## src/rtl/anfsqrt_pkg_341449297858921043.sv

```systemverilog
// Shared definitions for the anfsqrt squarer.
//   state_e  : FSM encoding (StIdle=0, StRun=1, StDone=2; code 3 is treated as idle)
//   DefaultW : default root width
//   SqW/CntW : square and iteration-counter widths for DefaultW
//   sq_w()/cnt_w() : the same width rules for any root width
package anfsqrt_pkg_341449297858921043;

   typedef enum logic [1:0] {
      StIdle = 2'd0,
      StRun  = 2'd1,
      StDone = 2'd2
   } state_e;

   localparam int unsigned DefaultW = 6;
   localparam int unsigned SqW      = 2 * DefaultW;
   localparam int unsigned CntW     = $clog2(DefaultW) + 1;

   function automatic int unsigned sq_w(input int unsigned w);
      return 2 * w;
   endfunction

   function automatic int unsigned cnt_w(input int unsigned w);
      return $clog2(w) + 1;
   endfunction

endpackage

```

## src/rtl/anfsqrt_sqchk_341449297858921043.sv

```systemverilog
// Combinational range check used by the squarer when ANFSQRT_SQUARE_CHECK_EN is defined.
// Tells whether op is the integer square root of query.
//   square_i  : op*op
//   op_i      : the root
//   query_i   : value op claims to be the root of
//   rem_o     : query - square, two's complement, 2W+1 bits
//   root_ok_o : square <= query < (op+1)^2
module anfsqrt_sqchk_341449297858921043
   import anfsqrt_pkg_341449297858921043::*;
#(
   parameter int unsigned W = DefaultW
) (
   input  logic [2*W-1:0] square_i,
   input  logic [W-1:0]   op_i,
   input  logic [2*W-1:0] query_i,
   output logic [2*W:0]   rem_o,
   output logic           root_ok_o
);

   logic [2*W:0] square_x;
   logic [2*W:0] query_x;
   logic [2*W:0] next_sq;

   always_comb begin
      square_x  = {1'b0, square_i};
      query_x   = {1'b0, query_i};
      // (op+1)^2 = op^2 + 2*op + 1; one extra bit so op = 2^W-1 cannot wrap
      next_sq   = square_x + {{W{1'b0}}, op_i, 1'b0} + {{(2*W){1'b0}}, 1'b1};
      rem_o     = query_x - square_x;
      root_ok_o = (square_x <= query_x) && (query_x < next_sq);
   end

endmodule

```

## src/rtl/anfsqrt_square_341449297858921043.sv

```systemverilog
// Iterative shift-add squarer: one multiplier bit per cycle, W cycles per root.
// Optional feature macro: ANFSQRT_SQUARE_CHECK_EN (adds query_i/rem_o/root_ok_o).
//   clk_i, rst_i            : clock, asynchronous active-high reset
//   in_valid_i / in_ready_o : root handshake (in_ready_o high only when idle)
//   root_i                  : W-bit operand, sampled on accept
//   out_valid_o/out_ready_i : result handshake
//   square_o                : root*root, 2W bits; holds last value after handshake
//   query_i, rem_o, root_ok_o (check build only): see anfsqrt_sqchk
module anfsqrt_square_341449297858921043
   import anfsqrt_pkg_341449297858921043::*;
#(
   parameter int unsigned W = DefaultW
) (
   input  logic           clk_i,
   input  logic           rst_i,
   input  logic           in_valid_i,
   output logic           in_ready_o,
   input  logic [W-1:0]   root_i,
   output logic           out_valid_o,
   input  logic           out_ready_i,
   output logic [2*W-1:0] square_o
`ifdef ANFSQRT_SQUARE_CHECK_EN
   ,
   input  logic [2*W-1:0] query_i,
   output logic [2*W:0]   rem_o,
   output logic           root_ok_o
`endif
);

   localparam int unsigned SqWL  = sq_w(W);
   localparam int unsigned CntWL = cnt_w(W);

   state_e            state_q;
   logic [W-1:0]      op_q;
   logic [SqWL-1:0]   acc_q;
   logic [SqWL-1:0]   acc_d;
   logic [SqWL-1:0]   pp;
   logic [W-1:0]      op_shr;
   logic [SqWL-1:0]   square_q;
   logic [CntWL-1:0]  cnt_q;
   logic              out_valid_q;
   logic              last_step;

   // Partial product for the current multiplier bit, zero-extended before shifting
   always_comb begin
      pp        = {{W{1'b0}}, op_q} << cnt_q;
      op_shr    = op_q >> cnt_q;
      acc_d     = op_shr[0] ? (acc_q + pp) : acc_q;
      last_step = (cnt_q == CntWL'(W - 1));
   end

`ifdef ANFSQRT_SQUARE_CHECK_EN
   logic [SqWL-1:0] query_q;
   logic [SqWL:0]   rem_d;
   logic [SqWL:0]   rem_q;
   logic            root_ok_d;
   logic            root_ok_q;

   // Evaluated on the final accumulator so the result lands with square_q
   anfsqrt_sqchk_341449297858921043 #(
      .W (W)
   ) u_sqchk (
      .square_i  (acc_d),
      .op_i      (op_q),
      .query_i   (query_q),
      .rem_o     (rem_d),
      .root_ok_o (root_ok_d)
   );

   assign rem_o     = rem_q;
   assign root_ok_o = root_ok_q;
`endif

   always_ff @(posedge clk_i or posedge rst_i) begin
      if (rst_i) begin
         state_q     <= StIdle;
         op_q        <= '0;
         acc_q       <= '0;
         cnt_q       <= '0;
         square_q    <= '0;
         out_valid_q <= 1'b0;
`ifdef ANFSQRT_SQUARE_CHECK_EN
         query_q     <= '0;
         rem_q       <= '0;
         root_ok_q   <= 1'b0;
`endif
      end else begin
         case (state_q)
            StRun: begin
               acc_q <= acc_d;
               cnt_q <= cnt_q + CntWL'(1);
               if (last_step) begin
                  square_q    <= acc_d;
                  out_valid_q <= 1'b1;
                  state_q     <= StDone;
`ifdef ANFSQRT_SQUARE_CHECK_EN
                  rem_q       <= rem_d;
                  root_ok_q   <= root_ok_d;
`endif
               end
            end
            StDone: begin
               if (out_ready_i) begin
                  out_valid_q <= 1'b0;
                  state_q     <= StIdle;
               end
            end
            // StIdle and the unused code 3
            default: begin
               if (in_valid_i) begin
                  op_q    <= root_i;
                  acc_q   <= '0;
                  cnt_q   <= '0;
                  state_q <= StRun;
`ifdef ANFSQRT_SQUARE_CHECK_EN
                  query_q <= query_i;
`endif
               end
            end
         endcase
      end
   end

   assign in_ready_o  = (state_q != StRun) && (state_q != StDone);
   assign out_valid_o = out_valid_q;
   assign square_o    = square_q;

endmodule

```

## config.mk

```make
export PLATFORM = sky130hd
export DESIGN_NAME = anfsqrt_square_341449297858921043
export DESIGN_NICKNAME = d
export VERILOG_FILES = /design/src/rtl/anfsqrt_pkg_341449297858921043.sv /design/src/rtl/anfsqrt_sqchk_341449297858921043.sv /design/src/rtl/anfsqrt_square_341449297858921043.sv
export SDC_FILE = /design/constraint.sdc
export NUM_CORES = 1
export LEC_CHECK = 0
export CAP_MARGIN = 20
export CORE_MARGIN = 2
export CORE_UTILIZATION = 40
export DETAILED_ROUTE_END_ITERATION = 10
export SLEW_MARGIN = 10
export SYNTH_ARGS = -nofsm -noshare
export SYNTH_HDL_FRONTEND = slang
export SYNTH_SLANG_ARGS = --single-unit
export TNS_END_PERCENT = 5
```

## constraint.sdc

```tcl
create_clock -name clk_i -period 2.8 [get_ports clk_i]
set_clock_uncertainty 0.15 [all_clocks]
set_input_delay 0.42 -clock clk_i [delete_from_list [all_inputs] [get_ports clk_i]]
set_output_delay 0.42 -clock clk_i [all_outputs]
set_load 0.01 [all_outputs]
```

# [Word level (Yosys, flattened, before mapping)]
# Index checks and enable logic that the tools add are counted.
[classes] n_addsub=2 eq_ne=7 n_shift=2 muxes=12 bitwise_logic=2 n_reduce_logical=10
[op_table] operator="2-to-1 mux 12 bit" n=2
[op_table] operator="case mux 12 bit (2 select lines)" n=1
[op_table] operator="adder 12 bit" n=1
[op_table] operator="left shift 6 x 4 -> 12 bit" n=1
[op_table] operator="case mux 4 bit (2 select lines)" n=1
[op_table] operator="2-to-1 mux 2 bit" n=3
[op_table] operator="!= test 2 bit, second input constant" n=3
[op_table] operator="AND reduction 2 bit" n=3
[op_table] operator="AND reduction 3 bit" n=2
[op_table] operator=">> shifter 6 x 4 -> 1 bit" n=1
[op_table] operator="adder 4 x 1 -> 4 bit, second input constant" n=1
[op_table] operator="== test 4 x 3 -> 1 bit, second input constant" n=1
[op_table] operator="2-to-1 mux 4 bit" n=1
[op_table] operator="case mux 2 bit (2 select lines)" n=1
[op_table] operator="nonzero test 2 bit" n=2
[op_table] operator="nonzero test 3 bit" n=1
[op_table] operator="== test 2 x 1 -> 1 bit, second input constant" n=1
[op_table] operator="== test 2 bit, second input constant" n=1
[op_table] operator="2-to-1 mux 1 bit" n=2
[op_table] operator="!= test 2 x 1 -> 1 bit, second input constant" n=1
[op_table] operator="inverter 1 bit" n=2
[op_table] operator="case mux 1 bit (2 select lines)" n=1
[op_table] operator="OR reduction 2 bit" n=1
[op_table] operator="logical AND 1 bit" n=1
[totals] reg_bits=37 out_inout_bits=14 elab_cells=41

# [Logic depth before layout (Yosys ltp)]
[depth] ltp_word=4 mapped_depth=15 mapped_depth_nobuf=13

# [Least setup slack after synthesis]
# Ideal clock, no wire load.
[synth_path] kind="reg2reg" startpoint="register cnt_q[0]" endpoint="register square_q[10], in the netlist square_o[10]" t_arrival_ns=2.816 required_time_ns=2.573 slack_ns=-0.244 path_stages_with_launch=14 path_buffers=1 cell_sequence="dfrtp_1 -> buf_4 -> mux2_1 -> mux2i_1 -> nor2_1 -> a21oi_1 -> nor2_1 -> ha_1 -> and3_1 -> a221oi_2 -> a211oi_1 -> nor4b_1 -> mux2i_1 -> a21oi_1"
[synth_between] elab_chain_cells=3
[synth_rtl] item="start, declared" line="anfsqrt_square_341449297858921043.sv:40" text="logic [CntWL-1:0] cnt_q;"
[synth_rtl] item="start signal, assigned" line="anfsqrt_square_341449297858921043.sv:91" text="cnt_q <= cnt_q + CntWL'(1);"
[synth_rtl] item="left shift 6 x 4 -> 12 bit" line="anfsqrt_square_341449297858921043.sv:46" text="pp = {{W{1'b0}}, op_q} << cnt_q;"
[synth_rtl] item="adder 12 bit" line="anfsqrt_square_341449297858921043.sv:48" text="acc_d = op_shr[0] ? (acc_q + pp) : acc_q;"
[synth_rtl] item="2-to-1 mux 12 bit" line="anfsqrt_square_341449297858921043.sv:48"
[synth_rtl] item="end signal, assigned" line="anfsqrt_square_341449297858921043.sv:80" text="square_q <= '0;"
[synth_rtl] item="end signal, assigned" line="anfsqrt_square_341449297858921043.sv:93" text="square_q <= acc_d;"
[synth_rtl] item="end, declared" line="anfsqrt_square_341449297858921043.sv:39" text="logic [SqWL-1:0] square_q;"
# Several ways; a longest one is shown, not always the timed one.
# A chain may end at the register's enable or synchronous reset.

# [Final worst setup path]
[layout_path] startpoint="register cnt_q[0]" endpoint="register acc_q[6]"
[layout_between] elab_chain_cells=4
[layout_rtl] item="left shift 6 x 4 -> 12 bit" line="anfsqrt_square_341449297858921043.sv:46"
[layout_rtl] item="adder 12 bit" line="anfsqrt_square_341449297858921043.sv:48"
[layout_rtl] item="2-to-1 mux 12 bit *" line="anfsqrt_square_341449297858921043.sv:48"
[layout_rtl] item="case mux 12 bit (2 select lines) *" line="anfsqrt_square_341449297858921043.sv:88" text="case (state_q)"
[layout_rtl] item="end signal, assigned" line="anfsqrt_square_341449297858921043.sv:78" text="acc_q <= '0;"
[layout_rtl] item="end signal, assigned" line="anfsqrt_square_341449297858921043.sv:90" text="acc_q <= acc_d;"
[layout_rtl] item="end signal, assigned" line="anfsqrt_square_341449297858921043.sv:112" text="acc_q <= '0;"
[layout_rtl] item="end, declared" line="anfsqrt_square_341449297858921043.sv:35" text="logic [SqWL-1:0] acc_q;"
# Every way passes the cells marked *; elsewhere a longest branch is shown, timed or not.

==> summary.txt <==
Run status
  • Status: finished, violations left
  • Failing checks: negative setup slack

Global route
  • Total gr overflow: 0
  • Vias in the first global route: approximately 2500
  • First-pass GRT wire length: 11700 um
  • Largest net degree at the start of global routing: 38
  • Initial antenna violation count: 0
  • Global-route usage over all layers: between 20% and 30%

Power and ir drop
  • Psw: roughly 2.1 mW
  • Leak: ~1.6 nW
  • Sw Ratio: between 40 and 50%
  • Cell area power density: approximately 1400 mW/mm2
  • Reg power frac: between 10% and 20%
  • Comb power frac: slightly above 70%
  • Internal power: ~2.6 mW
  • Clock Power Share: 8.3%
  • Pwr Total: around 4.7 mW
  • Worst vdd ir: 595 uV

Hold path
  • Worst hold path class: reg -> reg
  • Worst hold stages: 2

Place
  • GPL Wtd Cong: about 0.85
  • IO buf count: 23
  • Place WS: -0.316 ns
  • DP Area: about 0.0032 mm2
  • HPWL Detailed: between 4000 and 5000 um
  • Placed cells: between 400 and 500

Die
  • Number of core rows: 29
  • I/O pin cnt: 24
  • Initial Utilization: about two fifths
  • Die area: between 0.007 and 0.008 mm2
  • Die width: roughly 84 um
  • Die Ht: between 80 and 90 um
  • Core region area: ~0.0062 mm2

STA
  • RSZ-0062 raised after global routing: true
  • Max-slew violations: 0
  • Final min period: 2.98 ns
  • Max Fclk: 0.335 GHz
  • Endpoints failing hold: 0
  • Max_slew headroom: a little under three fifths
  • Final setup fails: 10
  • Setup slack after layout: -0.182 ns
  • Final TNS setup: -1.09 ns
  • WHS: about 0.33 ns
  • Final worst path period share: 107%
  • Worst slew pin tran: approximately 0.65 ns

Detailed routing
  • Routed len/inst: roughly 15 um
  • DRC: 0
  • 1st-pass router iterations: 4
  • Via density: around 5.5
  • Antenna-violating nets left: 0
  • Total Routed Length: ~6800 um
  • Detailed-route via count: between 2000 and 2500
  • 1st-iter DRT viols: 127

CTS
  • CTS Root Cell: clkbuf_8
  • Cts bufs inserted: 5
  • Hold bufs inserted after CTS: 0
  • Clock sinks: 37
  • Clk slew on worst S/H paths: around 0.07 ns
  • Worst skew pair latency: ~0.3 ns
  • Max clock buf depth: 2
  • CTS tree: built
  • H-tree levels: 2

Final layout
  • Fill cells: 608
  • N_diodes: 0
  • Fin nets: ~400
  • Layout cells sized above 1: 26.5%
  • Final instance area: roughly 0.0035 mm2
  • Finished Layout Cells: 450
  • Area growth, synth to finish: 36.2%
  • Core Util, Final: a little under three fifths

Logic synthesis
  • Post-Synth Simple-Gate Area: between 10% and 20%
  • Synth warn: 0
  • Post-Synth XOR/XNOR Area: 2.41%
  • Cell Area, Synth: 0.00255 mm2
  • Compound-Gate Fraction of Synth Area: 22.3%
  • Yosys reg bits: 37
  • Post-Syn Nets: 328
  • Dominant synthesized flop cell: dfrtp_1
  • Syn avg cell area: ~8.4 um2
  • EDFF count, synth: 0
  • Adder-cell area share of the yosys netlist: between 8 and 9%
  • Sequential area share after synthesis: roughly 36%
  • Synth Instances: roughly 300
  • Multiplexer share of the synthesized area: just over 7%
  • Largest family of logic cells by synthesized area: compound AO/OA/AOI/OAI gates
  • Async SR Flop Fraction: 100%
  • Distinct cells, synth: 47

Setup path
  • CP arrival: ~3 ns
  • Kind of critical path: reg -> reg
  • Largest fanout on the critical path: 7
  • R2r worst-path depth: 13
  • Worst setup EP type: flop
  • Required time worst endpoint: roughly 2.8 ns
  • Crit path launch type: flop

Flow run
  • Max Cap Viol: 0
==> critical path, cell delays in order, from the launching register on <==
cell      delay [ns]
dfrtp_2         0.46
buf_6           0.16
nand2_2         0.09
nand3_2         0.08
o21ai_2         0.08
nor2_1          0.06
a31oi_1         0.17
nor2_1          0.06
ha_1            0.33
a21o_1          0.23
a221oi_4        0.38
xor2_1          0.22
nor2_1          0.08
a221o_1         0.31
==> area by class of cell <==
type	instances	area [um2]	area share, %
sequential	37	928	26.7
timing repair buffer	80	682	19.6
multi-input combinational	238	1640	47.2
inverter	11	41.3	1.19
clock buffer	7	86.3	2.49
tap	77	96.3	2.78
==> Yosys cell counts (4+ instances only) <==
cell type	n	share of area, %
ha_1	15	7.4
o21ai_0	15	2.9
a21o_1	4	1.2
nand2_1	36	5.3
buf_2	4	0.79
xnor2_1	4	1.4
nand3_1	6	1.2
mux2_2	8	3.5
nand2b_1	8	2.0
a21oi_1	26	5.1
nor2_1	30	4.4
a22oi_1	5	1.5
nor3_1	11	2.2
dfrtp_1	37	36
mux2i_1	8	3.1
a31oi_1	4	0.98
inv_1	9	1.3
o21ai_1	13	2.6
and3_1	5	1.2
clkbuf_1	10	1.5
==> placed cells by master, fill, tap and decap left out, types with 3 or more instances in the layout <==
cell	netlist	layout
buf_4	1	53
nand2_1	36	35
dfrtp_1	37	35
nor2_1	30	29
a21oi_1	26	23
clkdlybuf4s50_1	0	23
o21ai_1	13	16
ha_1	15	15
o21ai_0	15	10
inv_1	9	9
nor3_1	11	9
nand2b_1	8	8
mux2_2	8	8
mux2i_1	8	6
clkbuf_8	0	6
nand3_1	6	5
a22oi_1	5	5
a31oi_1	4	4
a21o_1	4	4
o31ai_1	3	3
nor2b_1	3	3
xor2_1	3	3
a21oi_2	0	3
o22ai_1	3	3
and3_1	5	3
buf_6	0	3
==> sequential cells by signal, summed over array words and instances, names as in the netlist <==
signal and count:
square_o 12, state_q 2, cnt_q 4, op_q 6, out_valid_o 1, acc_q 12
==> logic make-up (layout without fill, tap and decap cells) <==
| group | Yosys count | after routing |
|---|---|---|
| simple gates | 107 | 107 |
| compound gates | 91 | 91 |
| flops | 37 | 37 |
| buf+inv | 27 | 98 |
| mux | 17 | 17 |
| fa+ha+maj | 16 | 16 |
| xor+xnor | 7 | 7 |
==> worst paths after layout <==
| path | startpoint | endpoint | slack (ns) |
|---|---|---|---|
| max in group asynchronous | rst_i | cnt_q[1] | 1.74 |
| min reg2reg | square_o[0] | square_o[0] | 0.33 |
| min | square_o[0] | square_o[0] | 0.33 |
| min in group asynchronous | rst_i | state_q[0] | 0.38 |
| max reg2reg | cnt_q[0] | acc_q[6] | -0.18 |
| max | cnt_q[0] | acc_q[6] | -0.18 |
==> metal layers <==
layer	wire length, um	track usage [%]	part of all wire [%]	up-vias
met5	0	0	0	-
met4	233	9.68	3.4	0
met2	3200	33.2	47	53
met3	279	3.76	4.1	15
li1	-	-	-	1230
met1	3080	26.9	45	1177
==> power groups by stage <==
stage | sequential [mW] | combinational (mW) | clock, mW
after detailed placement | 0.910 | 3.02 | 0
final | 0.909 | 3.39 | 0.391
after global placement | 0.904 | 2.96 | 0
after global routing | 0.943 | 3.76 | 0.422
after floorplan | 0.865 | 1.85 | 0
after CTS | 0.897 | 3.20 | 0.397
==> timing repair <==
| item | 4_1_cts | 5_1_grt |
|---|---|---|
| buffers inserted | 4 | 0 |
| setup endpoints to repair | 14 | 16 |
| pin swaps | 10 | 7 |
| endpoints found under the hold margin | 0 | 0 |
| resized for setup | 15 | 21 |
Power figures use the tool's default switching activity.
